`src/rtl/muldiv_ctrl.sv`:
```
// Purpose: multi-cycle MIPS multiply/divide sequencer that feeds HI/LO writes.
// Latency: MULT/MULTU MUL_LAT+1, DIV/DIVU 33, MTHI/MTLO and divide-by-zero 1 cycle after accept.
// Backpressure: busy stalls EX while an op is in flight; flush aborts and suppresses writeback.
module muldiv_ctrl #(
    parameter int MUL_LAT = 1
) (
    input  logic        clk,
    input  logic        resetn,
    input  logic        op_valid,
    input  logic [2:0]  op,
    input  logic [31:0] a,
    input  logic [31:0] b,
    input  logic        flush,
    output logic        busy,
    output logic        done,
    output logic        write_hi_en,
    output logic        write_lo_en,
    output logic [31:0] hi_data,
    output logic [31:0] lo_data
);

    typedef enum logic [1:0] {S_IDLE, S_MUL, S_DIV, S_WB} state_t;

    state_t      r_state;
    state_t      w_state_nxt;
    logic [7:0]  r_cnt;
    logic [31:0] r_a;
    logic [31:0] r_b;
    logic        r_signed;
    logic        r_we_hi;
    logic        r_we_lo;
    logic [31:0] r_rem;
    logic [31:0] r_quo;
    logic [31:0] r_dvs;
    logic        r_neg_q;
    logic        r_neg_r;

    logic        w_accept;
    logic        w_is_mul;
    logic        w_is_div;
    logic        w_b_zero;
    logic        w_op_signed;
    logic [31:0] w_a_mag;
    logic [31:0] w_b_mag;
    logic [63:0] w_a_ext;
    logic [63:0] w_b_ext;
    logic [63:0] w_prod;
    logic [33:0] w_diff;
    logic        w_ge;
    logic [31:0] w_rem_nxt;
    logic [31:0] w_quo_nxt;

    // Op decode; 3'b110/3'b111 are not legal and never accepted.
    assign w_accept    = (r_state == S_IDLE) && op_valid && !flush && !(op[2] && op[1]);
    assign w_is_mul    = (op[2:1] == 2'b00);
    assign w_is_div    = (op[2:1] == 2'b01);
    assign w_b_zero    = (b == 32'd0);
    assign w_op_signed = !op[0];
    assign w_a_mag     = (w_op_signed && a[31]) ? (32'd0 - a) : a;
    assign w_b_mag     = (w_op_signed && b[31]) ? (32'd0 - b) : b;

    // Low 64 bits of the product are the same for signed/unsigned once operands are extended correctly.
    assign w_a_ext = r_signed ? {{32{r_a[31]}}, r_a} : {32'd0, r_a};
    assign w_b_ext = r_signed ? {{32{r_b[31]}}, r_b} : {32'd0, r_b};
    assign w_prod  = w_a_ext * w_b_ext;

    // One restoring-division step: shift next dividend bit into the partial remainder and trial-subtract.
    assign w_diff    = {1'b0, r_rem, r_quo[31]} - {2'b00, r_dvs};
    assign w_ge      = !w_diff[33];
    assign w_rem_nxt = w_ge ? w_diff[31:0] : {r_rem[30:0], r_quo[31]};
    assign w_quo_nxt = {r_quo[30:0], w_ge};

    // State register.
    always_ff @(posedge clk) begin
        if (!resetn) r_state <= S_IDLE;
        else         r_state <= w_state_nxt;
    end

    // Next-state and writeback strobes; flush overrides everything, including a coincident WB.
    always_comb begin
        w_state_nxt = r_state;
        busy        = (r_state != S_IDLE);
        done        = 1'b0;
        write_hi_en = 1'b0;
        write_lo_en = 1'b0;
        case (r_state)
            S_IDLE: begin
                if (w_accept) begin
                    if (w_is_mul)                  w_state_nxt = S_MUL;
                    else if (w_is_div && !w_b_zero) w_state_nxt = S_DIV;
                    else                           w_state_nxt = S_WB;
                end
            end
            S_MUL: if (r_cnt == 8'd1) w_state_nxt = S_WB;
            S_DIV: if (r_cnt == 8'd1) w_state_nxt = S_WB;
            S_WB: begin
                done        = 1'b1;
                write_hi_en = r_we_hi;
                write_lo_en = r_we_lo;
                w_state_nxt = S_IDLE;
            end
            default: w_state_nxt = S_IDLE;
        endcase
        if (flush) begin
            w_state_nxt = S_IDLE;
            done        = 1'b0;
            write_hi_en = 1'b0;
            write_lo_en = 1'b0;
        end
    end

    // Operand capture, iteration datapath and result registers; results only change on real progress.
    always_ff @(posedge clk) begin
        if (!resetn) begin
            r_cnt    <= 8'd0;
            r_a      <= 32'd0;
            r_b      <= 32'd0;
            r_signed <= 1'b0;
            r_we_hi  <= 1'b0;
            r_we_lo  <= 1'b0;
            r_rem    <= 32'd0;
            r_quo    <= 32'd0;
            r_dvs    <= 32'd0;
            r_neg_q  <= 1'b0;
            r_neg_r  <= 1'b0;
            hi_data  <= 32'd0;
            lo_data  <= 32'd0;
        end else if (w_accept) begin
            r_signed <= w_op_signed;
            r_we_hi  <= (op != 3'b101);
            r_we_lo  <= (op != 3'b100);
            if (w_is_mul) begin
                r_a   <= a;
                r_b   <= b;
                r_cnt <= 8'(MUL_LAT);
            end else if (w_is_div && !w_b_zero) begin
                r_quo   <= w_a_mag;
                r_dvs   <= w_b_mag;
                r_rem   <= 32'd0;
                r_neg_q <= w_op_signed && (a[31] ^ b[31]);
                r_neg_r <= w_op_signed && a[31];
                r_cnt   <= 8'd32;
            end else if (w_is_div) begin
                hi_data <= a;
                lo_data <= 32'hFFFF_FFFF;
            end else if (op == 3'b100) begin
                hi_data <= a;
            end else begin
                lo_data <= a;
            end
        end else if (!flush && r_state == S_MUL) begin
            r_cnt <= r_cnt - 8'd1;
            if (r_cnt == 8'd1) begin
                hi_data <= w_prod[63:32];
                lo_data <= w_prod[31:0];
            end
        end else if (!flush && r_state == S_DIV) begin
            r_cnt <= r_cnt - 8'd1;
            r_rem <= w_rem_nxt;
            r_quo <= w_quo_nxt;
            if (r_cnt == 8'd1) begin
                lo_data <= r_neg_q ? (32'd0 - w_quo_nxt) : w_quo_nxt;
                hi_data <= r_neg_r ? (32'd0 - w_rem_nxt) : w_rem_nxt;
            end
        end
    end

endmodule

```
`config.mk`:
```
export PLATFORM = sky130hd
export DESIGN_NAME = muldiv_ctrl
export DESIGN_NICKNAME = d
export VERILOG_FILES = /design/src/rtl/muldiv_ctrl.sv
export SDC_FILE = /design/constraint.sdc
export NUM_CORES = 2
export LEC_CHECK = 0
export CAP_MARGIN = 0
export CORE_MARGIN = 1.5
export CORE_UTILIZATION = 45
export CTS_BUF_LIST = sky130_fd_sc_hd__clkbuf_8 sky130_fd_sc_hd__clkbuf_16
export DETAILED_ROUTE_END_ITERATION = 8
export SETUP_SLACK_MARGIN = 0.4
export SKIP_CTS_REPAIR_TIMING = 1
export SLEW_MARGIN = 20
export SYNTH_ARGS = -nofsm -noshare
export SYNTH_HDL_FRONTEND = slang
export SYNTH_SLANG_ARGS = --single-unit
```
`constraint.sdc`:
```
create_clock -name clk -period 10.56 [get_ports clk]
set_input_delay 1.056 -clock clk [delete_from_list [all_inputs] [get_ports clk]]
set_output_delay 1.056 -clock clk [all_outputs]
set_load 0.005 [all_outputs]
```
=== After elaboration in Yosys (flattened, before gate mapping) ===
Index checks and enable logic that the tools add are counted.

* Register bits after elaboration: 239
* Word-level logic and storage cells: 124

* Add/subtract/negate cells: 6
* $mul: 1
* Equality and inequality tests: 19
* Mux-type cells: 51
* Bitwise operators: 3
* Reductions and logical operators: 30

{| class="wikitable"
|+ Operators by type and width
! operator !! count
|-
| $mux W32 || 33
|-
| $mux W64 || 2
|-
| $sub A1 B32 Y32 const A || 4
|-
| $mul A64 B64 Y64 || 1
|-
| $mux W8 || 5
|-
| $sub A33 B32 Y34 || 1
|-
| $logic_not A32 Y1 || 1
|-
| $ne A3 B3 Y1 const B || 5
|-
| $reduce_and A6 Y1 || 2
|-
| $logic_and A1 B1 Y1 || 10
|-
| $eq A8 B1 Y1 const B || 1
|-
| $ne A2 B2 Y1 const B || 4
|-
| $sub A8 B1 Y8 const B || 1
|-
| $mux W1 || 7
|-
| $mux W2 || 3
|-
| $ne A3 B1 Y1 const B || 2
|-
| $pmux W2 S3 || 1
|-
| $reduce_and A2 Y1 || 3
|-
| $logic_not A1 Y1 || 5
|-
| $eq A2 B1 Y1 const B || 2
|-
| $eq A2 B2 Y1 const B || 2
|-
| $logic_not A2 Y1 || 2
|-
| $ne A2 B1 Y1 const B || 2
|-
| $reduce_and A4 Y1 || 1
|-
| other kinds (7) || 10
|}

=== Logic depth before layout (Yosys ltp) ===
* Depth after elaboration: 8
* Gate-level depth with buffers: 38
* Depth with buffers taken out: 35

=== Least setup slack after synthesis ===
No wires, ideal clock.

* Path type: reg-to-reg
* From: register r_a[31]
* To: register hi_data[30]
* Library setup time: 87 ps
* Arrival time: 9257 ps
* Required time: 10473 ps
* Setup slack: 1216 ps
* Stages on the path, launching flop included: 35
* Buffers on the path: 2
* Cells stage by stage: dfxtp_1 -> and2_1 -> clkbuf_1 -> clkbuf_1 -> nand2_1 -> inv_1 -> fa_1 -> inv_1 -> fa_1 -> inv_1 -> fa_1 -> inv_1 -> fa_1 -> inv_1 -> fa_1 -> fa_1 -> fa_1 -> fa_1 -> fa_1 -> inv_1 -> fa_1 -> inv_1 -> ha_1 -> a21o_1 -> a21o_1 -> a21o_1 -> a21o_1 -> a21oi_1 -> o21a_1 -> o41a_1 -> o21ai_0 -> a221oi_1 -> xnor2_1 -> nor2_1 -> o31ai_1

* Longest elaborated chain between the ends: 5

{| class="wikitable"
|+ Ends and longest elaborated chain
! element !! RTL line !! text
|-
| start, declared || 27 || <nowiki>logic [31:0] r_a;</nowiki>
|-
| start signal, assigned || 116 || <nowiki>r_a <= 32'd0;</nowiki>
|-
| start signal, assigned || 133 || <nowiki>r_a <= a;</nowiki>
|-
| $mux W64 || 63 || <nowiki>assign w_a_ext = r_signed ? {{32{r_a[31]}}, r_a} : {32'd0, r_a};</nowiki>
|-
| $mul A64 B64 Y64 || 65 || <nowiki>assign w_prod = w_a_ext * w_b_ext;</nowiki>
|-
| $mux W32 || 153 || <nowiki>if (r_cnt == 8'd1) begin</nowiki>
|-
| $mux W32 || 151 || <nowiki>end else if (!flush && r_state == S_MUL) begin</nowiki>
|-
| $mux W32 || 128 || <nowiki>end else if (w_accept) begin</nowiki>
|-
| end signal, assigned || 154 || <nowiki>hi_data <= w_prod[63:32];</nowiki>
|-
| end signal, assigned || 163 || <nowiki>hi_data <= r_neg_r ? (32'd0 - w_rem_nxt) : w_rem_nxt;</nowiki>
|-
| end, declared || 18 || <nowiki>output logic [31:0] hi_data,</nowiki>
|}

Every way passes these cells. The select of a mux whose other input is x is not followed.
A chain may end at the register's enable or synchronous reset.

=== Final worst setup path ===
* From: register r_a[18]
* To: register hi_data[23]

Same word-level chain as after synthesis.

==> impl_metrics.json <==
{
  "status": "finished, final reports clean",
  "required_ps": 11050,
  "timing.fmax_ghz": 0.101,
  "first_pass_iters": 6,
  "synth_flop_cell": "dfxtp_1",
  "synth-edff-count": 0,
  "clockBufferDepth": 3,
  "r2r_start": "r_a[18]",
  "cts_buffers": 34,
  "synth_area_sq_um": 62600,
  "slowest_delay_ps": 660,
  "r2r_cells": 31,
  "worstMarginPinSlew_ps": 1200,
  "vias_per_cell": 5.47,
  "yosysTopAreaCell": "fa_1",
  "die_h_um": 376,
  "synth.net_count": 8929,
  "globalRouteTotalUtil": 0.301,
  "drc_errors": 0,
  "drive_above_1_share": 0.0374,
  "syn2layout_area_growth_pct": 7.08,
  "final_area_sq_um": 67000,
  "wl_per_cell_um": 23.3,
  "hp-class": "reg2reg",
  "placed_area_sq_um": 65900,
  "die_w_um": 376,
  "antenna_left": 0,
  "clock_latency_ps": 560,
  "clk_pin_slew_ps": 60,
  "postSynth.asyncResetShare": 0,
  "dp.cells": 8776,
  "first_iter_violations": 4135,
  "ir_worst_vdd_mv": 0.0854,
  "tns_ps": 0,
  "num_vias": 48300,
  "cts-root-buf": "clkbuf_16",
  "synth_most_common_cell": "inv_1",
  "finalHoldViolations": 0,
  "skew_ps": 28.4,
  "io_pins": 139,
  "dp_hpwl_um": 173000,
  "place_congestion": 0.981,
  "rows": 136,
  "avgSynthCellArea_sq_um": 8.83,
  "fin_nets": 8860,
  "yosysUniqueCellTypes": 86,
  "drv_slew": 0,
  "slowest_stage": "dfxtp_1",
  "grt-ovfl-total": 0,
  "worst_setup_path_end_kind": "register",
  "arrival_ps": 10350,
  "grt_pass1_vias": 50200,
  "initial_utilization": 0.454,
  "crit_path_start_kind": "register",
  "cts_tree": "done",
  "slew_headroom": 0.203,
  "p_per_area_nw_per_um2": 45.5,
  "reg2reg_slack_ps": 700,
  "critPathLaunch": "r_a[18]",
  "synth_common_cells": "inv_1, fa_1, nand2_1",
  "reg2reg_to": "hi_data[23]",
  "core_area_sq_um": 138000,
  "yosysWarnings": 0,
  "finalSetupViolations": 0,
  "grt_pass1_wl_um": 319000,
  "synth-seq-cells": 239,
  "htreeDepth": 2,
  "cpMostUsedCell": "fa_1",
  "fin_crit_sh": 0.934,
  "grt_max_degree": 79,
  "synth_top_area_frac": 0.454,
  "portBuffers": 138,
  "cp-endpoint": "hi_data[23]",
  "p_total_uw": 3050,
  "ys_seq_area_frac": 0.0765,
  "synthCells": 7087,
  "p_leak_uw": 0.0330,
  "grt_antenna_before_repair": 5,
  "drv_cap": 0,
  "grt_setup_unrepaired": "false",
  "cts_num_sinks": 239,
  "fin_cells": 8833,
  "setup.worst_path.class": "reg2reg",
  "wl_um": 206000,
  "fin_crit_ps": 9860,
  "die-area_sq_um": 141000,
  "crit_fanout": 22,
  "netlist_top_cells_area": "fa_1, inv_1, dfxtp_1"
}
-- report_power, final --
group | switching [uW] | internal, uW
Combinational | 607 | 311
Sequential | 55.5 | 932
Clock | 486 | 654
-- metal layers --
layer,wire (um),track usage,vias up
li1,-,-,21200
met1,88700,0.431,24900
met5,22,0,-
met3,19900,0.0734,284
met4,7660,0.0926,4
met2,89900,0.448,1945
-- cell usage in the layout, fill, tap and decap left out, drive strengths merged, types with 31 or more instances in the layout --
master            n
dfxtp           239
nand2           819
a211oi           91
fa             1420
nor3             47
ha              351
a21o             56
clkbuf           40
buf             134
and2            587
xnor2           158
a21oi           303
o21ai           138
nand3            31
xor2            100
clkdlybuf4s50   138
and3             32
inv            1589
o211ai           31
nor2            320
-- worst min path at each step --
stage	slack, ps	cells past startpoint	end	startpoint
global route	470	2	lo_data[28]	lo_data[28]
detailed placement	450	2	lo_data[28]	lo_data[28]
CTS	450	2	lo_data[28]	lo_data[28]
floorplan	430	2	lo_data[21]	lo_data[21]
finish	450	2	lo_data[30]	lo_data[30]
global placement	440	2	lo_data[28]	lo_data[28]
-- sequential cells by signal (all words and copies together), names as in the netlist, 2 cells and up --
name / count
hi_data: 32
r_rem: 32
r_dvs: 32
r_a: 32
lo_data: 32
r_cnt: 8
r_state: 2
r_b: 32
r_quo: 32
-- cell families after synthesis --
| family | count (synthesis) | synth area share |
|---|---|---|
| AOI/OAI and AO/OA | 853 | 0.0878 |
| xor gates and xnor gates | 258 | 0.0361 |
| adders and majority gates | 1774 | 0.525 |
| buffers and inverters | 1959 | 0.118 |
| DFF | 239 | 0.0765 |
| muxes | 30 | 0.00488 |
| and+or+nand+nor | 1974 | 0.152 |
-- critical path: cells and delay by family (launching register included) --
family / cells / cell delay, ps
simple gates: 2 / 530
compound gates: 10 / 2320
flops: 1 / 660
buf+inv: 7 / 820
xor+xnor: 1 / 270
fa+ha+maj: 11 / 5190
-- per-stage QoR --
| stage | setup slack (ps) | util | hold slack, ps |
|---|---|---|---|
| 2_1_floorplan | 1220 | - | 435 |
| 3_3_place_gp | 245 | 0.478 | 441 |
| 3_5_place_dp | 396 | 0.479 | 447 |
| 4_1_cts | 371 | 0.486 | 453 |
| 5_1_grt | 381 | 0.487 | 473 |
| 6_report | 699 | 0.487 | 452 |
-- cell type report --
cell class / count / area (sq um)
diodes: 2 / 5.00
inverters: 1582 / 5940
clock buffers: 40 / 933
fillers: 13300 / 70700
clock inverters: 15 / 125
multi-input cells: 4889 / 50500
repair buffers: 272 / 2430
well taps: 1794 / 2240
flip-flops and latches: 239 / 4820
Power figures use the tool's default switching activity.
